<file path="src/rtl/sensor_cond_pkg.sv">
// Shared constants and helpers for the sensor conditioning front end.
// Optional feature macro used by sensor_condition: TORQUE_DEADBAND_EN.
package sensor_cond_pkg;

  // Sample width shared by torque and current inputs
  localparam int SAMPLE_W = 12;

  // Exponential average shifts: current follows faster than torque
  localparam int C_SHIFT = 2;
  localparam int T_SHIFT = 4;

  // Accumulator widths: sample width plus shift never wraps in steady state
  localparam int C_ACC_W = SAMPLE_W + C_SHIFT;
  localparam int T_ACC_W = SAMPLE_W + T_SHIFT;

  // Cadence timer widths (full span and shortened simulation span)
  localparam int CAD_CNT_W      = 25;
  localparam int CAD_CNT_W_FAST = 15;

  // Default torque deadband offset
  localparam logic [11:0] TORQUE_MIN_DEF = 12'h380;

  // Clamp a 15-bit unsigned value into 12 bits
  function automatic logic [11:0] sat12(input logic [14:0] v);
    if (v > 15'h0FFF) begin
      return 12'hFFF;
    end
    return v[11:0];
  endfunction

endpackage

</file>
<file path="src/rtl/exp_avg.sv">
// Exponential moving average: acc <= acc - (acc >> SHIFT) + sample on each
// valid strobe; the average is the accumulator with SHIFT fraction bits dropped.
// vld_i is a single-cycle strobe with no back-pressure: every cycle with
// vld_i=1 consumes din_i, cycles with vld_i=0 leave the accumulator untouched.
module exp_avg #(
  parameter int IN_W  = 12,
  parameter int SHIFT = 2
) (
  input  logic            clk,
  input  logic            rst,
  input  logic            vld_i,
  input  logic [IN_W-1:0] din_i,
  output logic [IN_W-1:0] avg_o
);

  localparam int ACC_W = IN_W + SHIFT;

  logic [ACC_W-1:0] acc_q, acc_d;

  // Next accumulator value: leak 1/2^SHIFT and add the new sample
  always_comb begin
    acc_d = acc_q;
    if (vld_i) begin
      acc_d = acc_q - (acc_q >> SHIFT) + {{SHIFT{1'b0}}, din_i};
    end
  end

  // Accumulator register
  always_ff @(posedge clk) begin
    if (rst) begin
      acc_q <= '0;
    end else begin
      acc_q <= acc_d;
    end
  end

  assign avg_o = acc_q[ACC_W-1:SHIFT];

endmodule

</file>
<file path="src/rtl/sensor_condition.sv">
// Sensor conditioning for the PID loop: cadence synchroniser and timeout
// timer, torque/current averaging, and the registered target/error pipeline.
// Optional feature: define TORQUE_DEADBAND_EN to subtract TORQUE_MIN from the
// averaged torque before scaling.
module sensor_condition
  import sensor_cond_pkg::*;
#(
  parameter bit          FAST_SIM   = 1'b0,
  parameter logic [11:0] TORQUE_MIN = TORQUE_MIN_DEF
) (
  input  logic        clk,
  input  logic        rst,
  input  logic        cadence_raw,
  input  logic [11:0] torque,
  input  logic        torque_vld,
  input  logic [11:0] curr,
  input  logic        curr_vld,
  input  logic [2:0]  scale,
  output logic [12:0] error,
  output logic        not_pedaling,
  output logic [7:0]  cad_per
);

  localparam int CNT_MSB = FAST_SIM ? (CAD_CNT_W_FAST - 1) : (CAD_CNT_W - 1);
  localparam logic [CAD_CNT_W-1:0] CAD_MAX =
    FAST_SIM ? {{(CAD_CNT_W-CAD_CNT_W_FAST){1'b0}}, {CAD_CNT_W_FAST{1'b1}}}
             : {CAD_CNT_W{1'b1}};

`ifdef TORQUE_DEADBAND_EN
  localparam logic [11:0] DEADBAND = TORQUE_MIN;
`else
  // Deadband disabled: offset is forced to zero so t_off equals avg_torque
  localparam logic [11:0] DEADBAND = TORQUE_MIN & 12'h000;
`endif

  logic                 sync1_q, sync2_q, edge_q;
  logic                 cad_rise;
  logic [CAD_CNT_W-1:0] cad_cnt_q, cad_cnt_d;
  logic                 np_q, np_d;
  logic [7:0]           cad_per_q, cad_per_d;
  logic [11:0]          avg_curr, avg_torque;
  logic [11:0]          t_off;
  logic [14:0]          prod;
  logic [11:0]          target_q, target_d;
  logic [12:0]          error_q, error_d;

  // Two-flop synchroniser plus edge flop for the asynchronous cadence input
  always_ff @(posedge clk) begin
    if (rst) begin
      sync1_q <= 1'b0;
      sync2_q <= 1'b0;
      edge_q  <= 1'b0;
    end else begin
      sync1_q <= cadence_raw;
      sync2_q <= sync1_q;
      edge_q  <= sync2_q;
    end
  end

  assign cad_rise = sync2_q & ~edge_q;

  // Cadence timer and pedaling status; a rise at the saturated count only restarts timing
  always_comb begin
    cad_cnt_d = cad_cnt_q;
    np_d      = np_q;
    cad_per_d = cad_per_q;
    if (cad_rise) begin
      cad_cnt_d = '0;
    end else if (cad_cnt_q != CAD_MAX) begin
      cad_cnt_d = cad_cnt_q + 1'b1;
    end
    if (cad_cnt_q == CAD_MAX) begin
      np_d = 1'b1;
    end else if (cad_rise) begin
      np_d      = 1'b0;
      cad_per_d = cad_cnt_q[CNT_MSB -: 8];
    end
  end

  // Cadence timer registers
  always_ff @(posedge clk) begin
    if (rst) begin
      cad_cnt_q <= '0;
      np_q      <= 1'b1;
      cad_per_q <= '0;
    end else begin
      cad_cnt_q <= cad_cnt_d;
      np_q      <= np_d;
      cad_per_q <= cad_per_d;
    end
  end

  exp_avg #(.IN_W(SAMPLE_W), .SHIFT(C_SHIFT)) u_curr_avg (
    .clk   (clk),
    .rst   (rst),
    .vld_i (curr_vld),
    .din_i (curr),
    .avg_o (avg_curr)
  );

  exp_avg #(.IN_W(SAMPLE_W), .SHIFT(T_SHIFT)) u_torque_avg (
    .clk   (clk),
    .rst   (rst),
    .vld_i (torque_vld),
    .din_i (torque),
    .avg_o (avg_torque)
  );

  // Target and error next-state: scaled torque, clamped, minus averaged current
  always_comb begin
    t_off    = (avg_torque > DEADBAND) ? (avg_torque - DEADBAND) : 12'h000;
    prod     = {3'b000, t_off} * {12'h000, scale};
    target_d = np_q ? 12'h000 : sat12(prod >> 2);
    error_d  = {1'b0, target_q} - {1'b0, avg_curr};
  end

  // Target and error pipeline registers
  always_ff @(posedge clk) begin
    if (rst) begin
      target_q <= '0;
      error_q  <= '0;
    end else begin
      target_q <= target_d;
      error_q  <= error_d;
    end
  end

  assign error        = error_q;
  assign not_pedaling = np_q;
  assign cad_per      = cad_per_q;

endmodule

</file>
<file path="config.mk">
export PLATFORM = sky130hd
export DESIGN_NAME = sensor_condition
export DESIGN_NICKNAME = d
export VERILOG_FILES = /design/src/rtl/sensor_cond_pkg.sv /design/src/rtl/exp_avg.sv /design/src/rtl/sensor_condition.sv
export SDC_FILE = /design/constraint.sdc
export NUM_CORES = 1
export LEC_CHECK = 0
export ABC_CLOCK_PERIOD_IN_PS = 3300
export BUFFER_PORTS_ARGS = -buffer_cell sky130_fd_sc_hd__buf_2
export CAP_MARGIN = 20
export CORE_MARGIN = 8
export CORE_UTILIZATION = 30
export DETAILED_ROUTE_END_ITERATION = 10
export PLACE_DENSITY = 0.58
export SLEW_MARGIN = 20
export SYNTH_ARGS = -nofsm -noshare
export SYNTH_HDL_FRONTEND = slang
export SYNTH_SLANG_ARGS = --single-unit
</file>
<file path="constraint.sdc">
create_clock -name clk -period 3.3 [get_ports clk]
set_input_delay 0.66 -clock clk [delete_from_list [all_inputs] [get_ports clk]]
set_output_delay 0.66 -clock clk [all_outputs]
set_load 0.005 [all_outputs]
</file>
# Word level (Yosys, flattened, before mapping)
# Cells that the tools add are included.
[word_totals]
ff_bits = 92
out_inout_bits = 22
[classes]
n_bitwise = 3
n_eq_ne = 2
n_addsub = 6
reduce_logical = 4
n_mul = 1
muxes = 4
magnitude_cmp = 2
[ops]
columns = ["cell", "count"]
rows = [
  ["2-to-1 mux 12 bit", 3],
  ["adder 25 x 1 -> 25 bit, second input constant", 1],
  ["== test 25 bit, second input constant", 1],
  ["!= test 25 bit, second input constant", 1],
  ["adder 16 x 12 -> 16 bit", 1],
  ["subtractor 16 x 12 -> 16 bit", 1],
  ["multiplier 12 x 3 -> 15 bit", 1],
  ["adder 14 x 12 -> 14 bit", 1],
  ["subtractor 14 x 12 -> 14 bit", 1],
  ["greater-than comparator 13 x 12 -> 1 bit, second input constant", 1],
  ["subtractor 12 x 12 -> 13 bit", 1],
  ["greater-than comparator 12 x 1 -> 1 bit, second input constant", 1],
  ["OR reduction 2 bit", 3],
  ["inverter 1 bit", 2],
  ["AND reduction 2 bit", 1],
  ["AND 1 bit", 1],
  ["2-to-1 mux 1 bit", 1],
]

# Logic depth before layout (Yosys ltp)
[depth]
ltp_word = 6
mapped_depth = 15
mapped_depth_nobuf = 14

# Hierarchy
# From an unflattened synthesis, not the netlist that was laid out.
[unflattened]
cells_unflattened = 879
area_unflattened_um2 = 7138.1
[by_module_without_submodules]
columns = ["module", "seq_area_each_um2", "area_per_inst_um2", "instances", "cells_per_inst"]
rows = [
  ["sensor_condition", 1241.2, 3560.9, 1, 411],
  ["exp_avg at u_torque_avg", 320.3, 1949.4, 1, 260],
  ["exp_avg at u_curr_avg", 280.3, 1627.8, 1, 208],
]

# Least setup slack after synthesis
# No wires, ideal clock.
[synth_timing]
path_kind = "input to register"
start = "in scale[1]"
end = "reg target_q[1]"
arrival_ns = 3.311
path_buffers = 2
required_time_ns = 3.168
setup_ns = 0.132
path_stages = 12
slack_ns = -0.144
path_cell_list = "clkbuf_1 and2_1 fa_1 ha_1 fa_1 a21o_1 a21oi_1 a21oi_1 o31a_1 a31oi_1 buf_2 a21oi_1"
[synth_between]
elab_chain_len = 4
[synth_rtl]
columns = ["element", "line_no", "source"]
rows = [
  ["from (decl)", "sensor_condition.sv:18", "input logic [2:0] scale,"],
  ["multiplier 12 x 3 -> 15 bit *", "sensor_condition.sv:112", "prod = {3'b000, t_off} * {12'h000, scale};"],
  ["greater-than comparator 13 x 12 -> 1 bit", "sensor_cond_pkg.sv:25", "if (v > 15'h0FFF) begin"],
  ["2-to-1 mux 1 bit", "sensor_cond_pkg.sv:25", ""],
  ["2-to-1 mux 12 bit *", "sensor_cond_pkg.sv:28", "return v[11:0];"],
  ["to (signal assigned)", "sensor_condition.sv:123", "target_q <= target_d;"],
  ["to (decl)", "sensor_condition.sv:44", "logic [11:0] target_q, target_d;"],
]
# Mark *: on every way between the ends. The rest lies on a longest branch, timed or not.
# A chain may end at the register's enable or synchronous reset.

# Worst setup path in the final report
[layout_timing]
start = "reg u_torque_avg.acc_q[7]"
end = "reg target_q[6]"
[layout_between]
elab_chain_len = 6
[layout_rtl]
columns = ["element", "line_no", "source"]
rows = [
  ["from (decl)", "exp_avg.sv:18", "logic [ACC_W-1:0] acc_q, acc_d;"],
  ["from (signal assigned)", "exp_avg.sv:31", "acc_q <= '0;"],
  ["from (signal assigned)", "exp_avg.sv:33", "acc_q <= acc_d;"],
  ["greater-than comparator 12 x 1 -> 1 bit", "sensor_condition.sv:111", "t_off = (avg_torque > DEADBAND) ? (avg_torque - DEADBAND) : 12'h000;"],
  ["2-to-1 mux 12 bit *", "sensor_condition.sv:111", ""],
  ["multiplier 12 x 3 -> 15 bit *", "sensor_condition.sv:112", ""],
  ["greater-than comparator 13 x 12 -> 1 bit", "sensor_cond_pkg.sv:25", ""],
  ["2-to-1 mux 1 bit", "sensor_cond_pkg.sv:25", ""],
  ["2-to-1 mux 12 bit *", "sensor_cond_pkg.sv:28", ""],
]
# Marked as above.

==> impl_metrics.toml <==
[cts]
clock_sinks = 92
root_buffer = "clkbuf_16"
cts_hold_buf = 0
cts_tree = "built"
numCtsBuffers = 9
cts_setup_buffers = 0
h-tree-depth = 3
clock_latency_ns = 0.36
clk_path_buf_depth = 2
clkSlewWorstSetupHoldPaths_ns = 0.08

[synth]
synth_top_flop_cell = "dfxtp_1"
yosysMostFrequentCell = "inv_1"
yosysTopAreaCell = "dfxtp_1"
netlist_area_mm2 = 0.00691
synthArstFlopShare_pct = 0
yosysUniqueCellTypes = 69
ys_ff_latch = 92
yosys-top-cells-count = "inv_1 (133), dfxtp_1 (92), nor2_1 (65)"
synth.top_cell.area_share_pct = 26.7
synth_fp_nets = 958
postSynthCellCount = 832
synth_edf_count = 0
syn_avg_cell_area_um2 = 8.30
synthTopCellsByArea = "dfxtp_1 (27%), ha_1 (11%), fa_1 (10%)"
ys_seq_area_share_pct = 26.7
ys_warn_count = 0

[timing]
finalWorstPathRequiredPeriod_ns = 3.35
setup_ws_ns = -0.0460
slew_headroom_pct = 62.8
worst_pin_slew_ns = 0.551
rsz0062_at_grt = "true"
drv_slew = 0
fmax_mhz = 299
setup_viol = 11
fin_worst_skew_ns = 0.0102
final_hold_viol_count = 0
worst_hold_slack_ns = 0.445
period_share_pct = 101

[pwr]
power_mw = 7.44
power_density_mw_per_mm2 = 912
ir_drop_v = 0.000384
p_leak_nw = 3.70

[worst_setup_path]
slowest_stage = "fa_1"
cp_top_family = "compound AO/OA/AOI/OAI gates"
startpoint_type = "flop"
worst_ep_arrival_time_ns = 3.57
end_kind = "flop"
crit_type = "reg2reg"
crit_chain = "nor4_2 > buf_4 > nand4_1 > buf_4 > and3_4 > fa_1 > ha_4 > a211o_1 > o21a_1 > o31a_1 > a31oi_2 > buf_6 > a21oi_2"
rr_worst_depth = 13
crit_required_ns = 3.53
cp.depth = 13
reg2reg_setup_slack_ns = -0.05
slowest_delay_ns = 0.58
cp_max_fo = 6
critical_path.most_common_cell = "buf_4"
path_buf_inv = 3

[drt]
route.detailed.drc = 0
vias = 5794
wl_per_cell_um = 13.4
drt_pass1_iterations = 5
vias_per_cell = 4.83
ant_nets = 0
drtIter0Drc = 315
finalWirelength_um = 16100

[die]
dieArea_mm2 = 0.0281
core_region_area_mm2 = 0.0226
die_y_um = 168
top_level_ports = 54
start_util_pct = 30.5
die_x_um = 168
num_rows = 55

[run_status]
violations = "setup timing"
outcome = "finished with violations"

[min_path]
worstHoldPathType = "reg2reg"
min_path_cells = 1

[finish]
n_antenna_cell = 0
nets = 1036
drive_above_1_share_pct = 17.0
syn2layout_area_growth_pct = 18.0

[place]
port_buffers = 53
place_congestion = 0.819
pre_cts_slack_ns = -0.0767
hpwl_um = 12400

[global_routing]
grt_pass1_vias = 5610
antenna_found_initial = 0
grt_pass1_wl_um = 27100
grt_max_degree = 29
grt_use_total_pct = 11.7
grt-ovfl-total = 0

[flow_run]
maxCapViolations = 0
## layout by cell type (no fill, tap or decap), types with 15 or more instances in the layout
cell type  netlist  layout
a21oi_1         57      45
buf_2            4      53
buf_4            0      37
dfxtp_1         92      89
fa_1            36      36
ha_1            58      55
inv_1          133     132
nand2_1         59      58
nand3_1         27      26
nor2_1          65      65
nor2b_1         15      15
nor3_1          17      17
o21ai_0         18      17
xnor2_1         19      19
xor2_1          26      26
## path summary, 6_finish.rpt
kind                                          endpoint                          startpoint
worst max-delay path            target_q[6]$_SDFF_PP0_  u_torque_avg.acc_q[7]$_SDFFE_PP0P_
worst min-delay path                sync2_q$_SDFF_PP0_                  sync1_q$_SDFF_PP0_
worst min register to register      sync2_q$_SDFF_PP0_                  sync1_q$_SDFF_PP0_
worst max register to register  target_q[6]$_SDFF_PP0_  u_torque_avg.acc_q[7]$_SDFFE_PP0P_
## report_power, final
part	internal, mW	switching, mW	leakage (nW)
clock network	0.548	0.535	0.153
logic	2.22	2.67	2.79
registers	1.34	0.123	0.754
## state kept, by name, summed over array words and instances (netlist names)
register,count
sync1_q,1
error,13
target_q,12
u_curr_avg.acc_q,14
u_torque_avg.acc_q,16
cad_cnt_q,25
edge_q,1
cad_per,8
not_pedaling,1
sync2_q,1
## area by class of cell
class,count,area (um^2)
Fill cell,2346,14500
Multi-Input combinational cell,582,4570
Sequential cell,92,1850
Timing Repair Buffer,92,566
Inverter,133,499
Tap cell,285,357
Clock buffer,9,225
Clock inverter,7,86.3
## per-layer routing
| metal | up-vias | global-route usage (%) | wire (um) | share of wire, % |
|---|---|---|---|---|
| met3 | 13 | 2.96 | 702 | 4.4 |
| met5 | - | 0 | 0 | 0 |
| met1 | 2704 | 15.4 | 8040 | 50 |
| met4 | 0 | 3.14 | 185 | 1.1 |
| met2 | 103 | 18.5 | 7200 | 45 |
| li1 | 2974 | - | - | - |
## per-stage QoR
step	util [%]	TNS (ns)	cell area [um^2]	std cells
6_report	36.0	-0.384	8150	1200
5_1_grt	36.0	-2.10	8150	1200
4_1_cts	35.5	0	8030	1199
3_5_place_dp	34.1	-0.773	7710	1183
3_3_place_gp	34.1	-0.0988	7710	1183
2_1_floorplan	-	0	6920	832
## repair_timing
item	in CTS	in global routing
gates resized for setup	2	30
pin swaps	0	14
endpoints found under the setup margin	5	12
cloned	0	1
## cell families after synthesis
| logic type | share of synthesized area, % |
|---|---|
| AO/OA/AOI/OAI | 16.4 |
| flip-flops | 26.7 |
| AND/OR/NAND/NOR | 19.1 |
| multiplexers | 2.35 |
| buffers and inverters | 8.86 |
| adder cells (fa/ha/maj) | 20.9 |
| XOR/XNOR | 5.70 |
No activity file was read; power rests on OpenSTA's default activity.
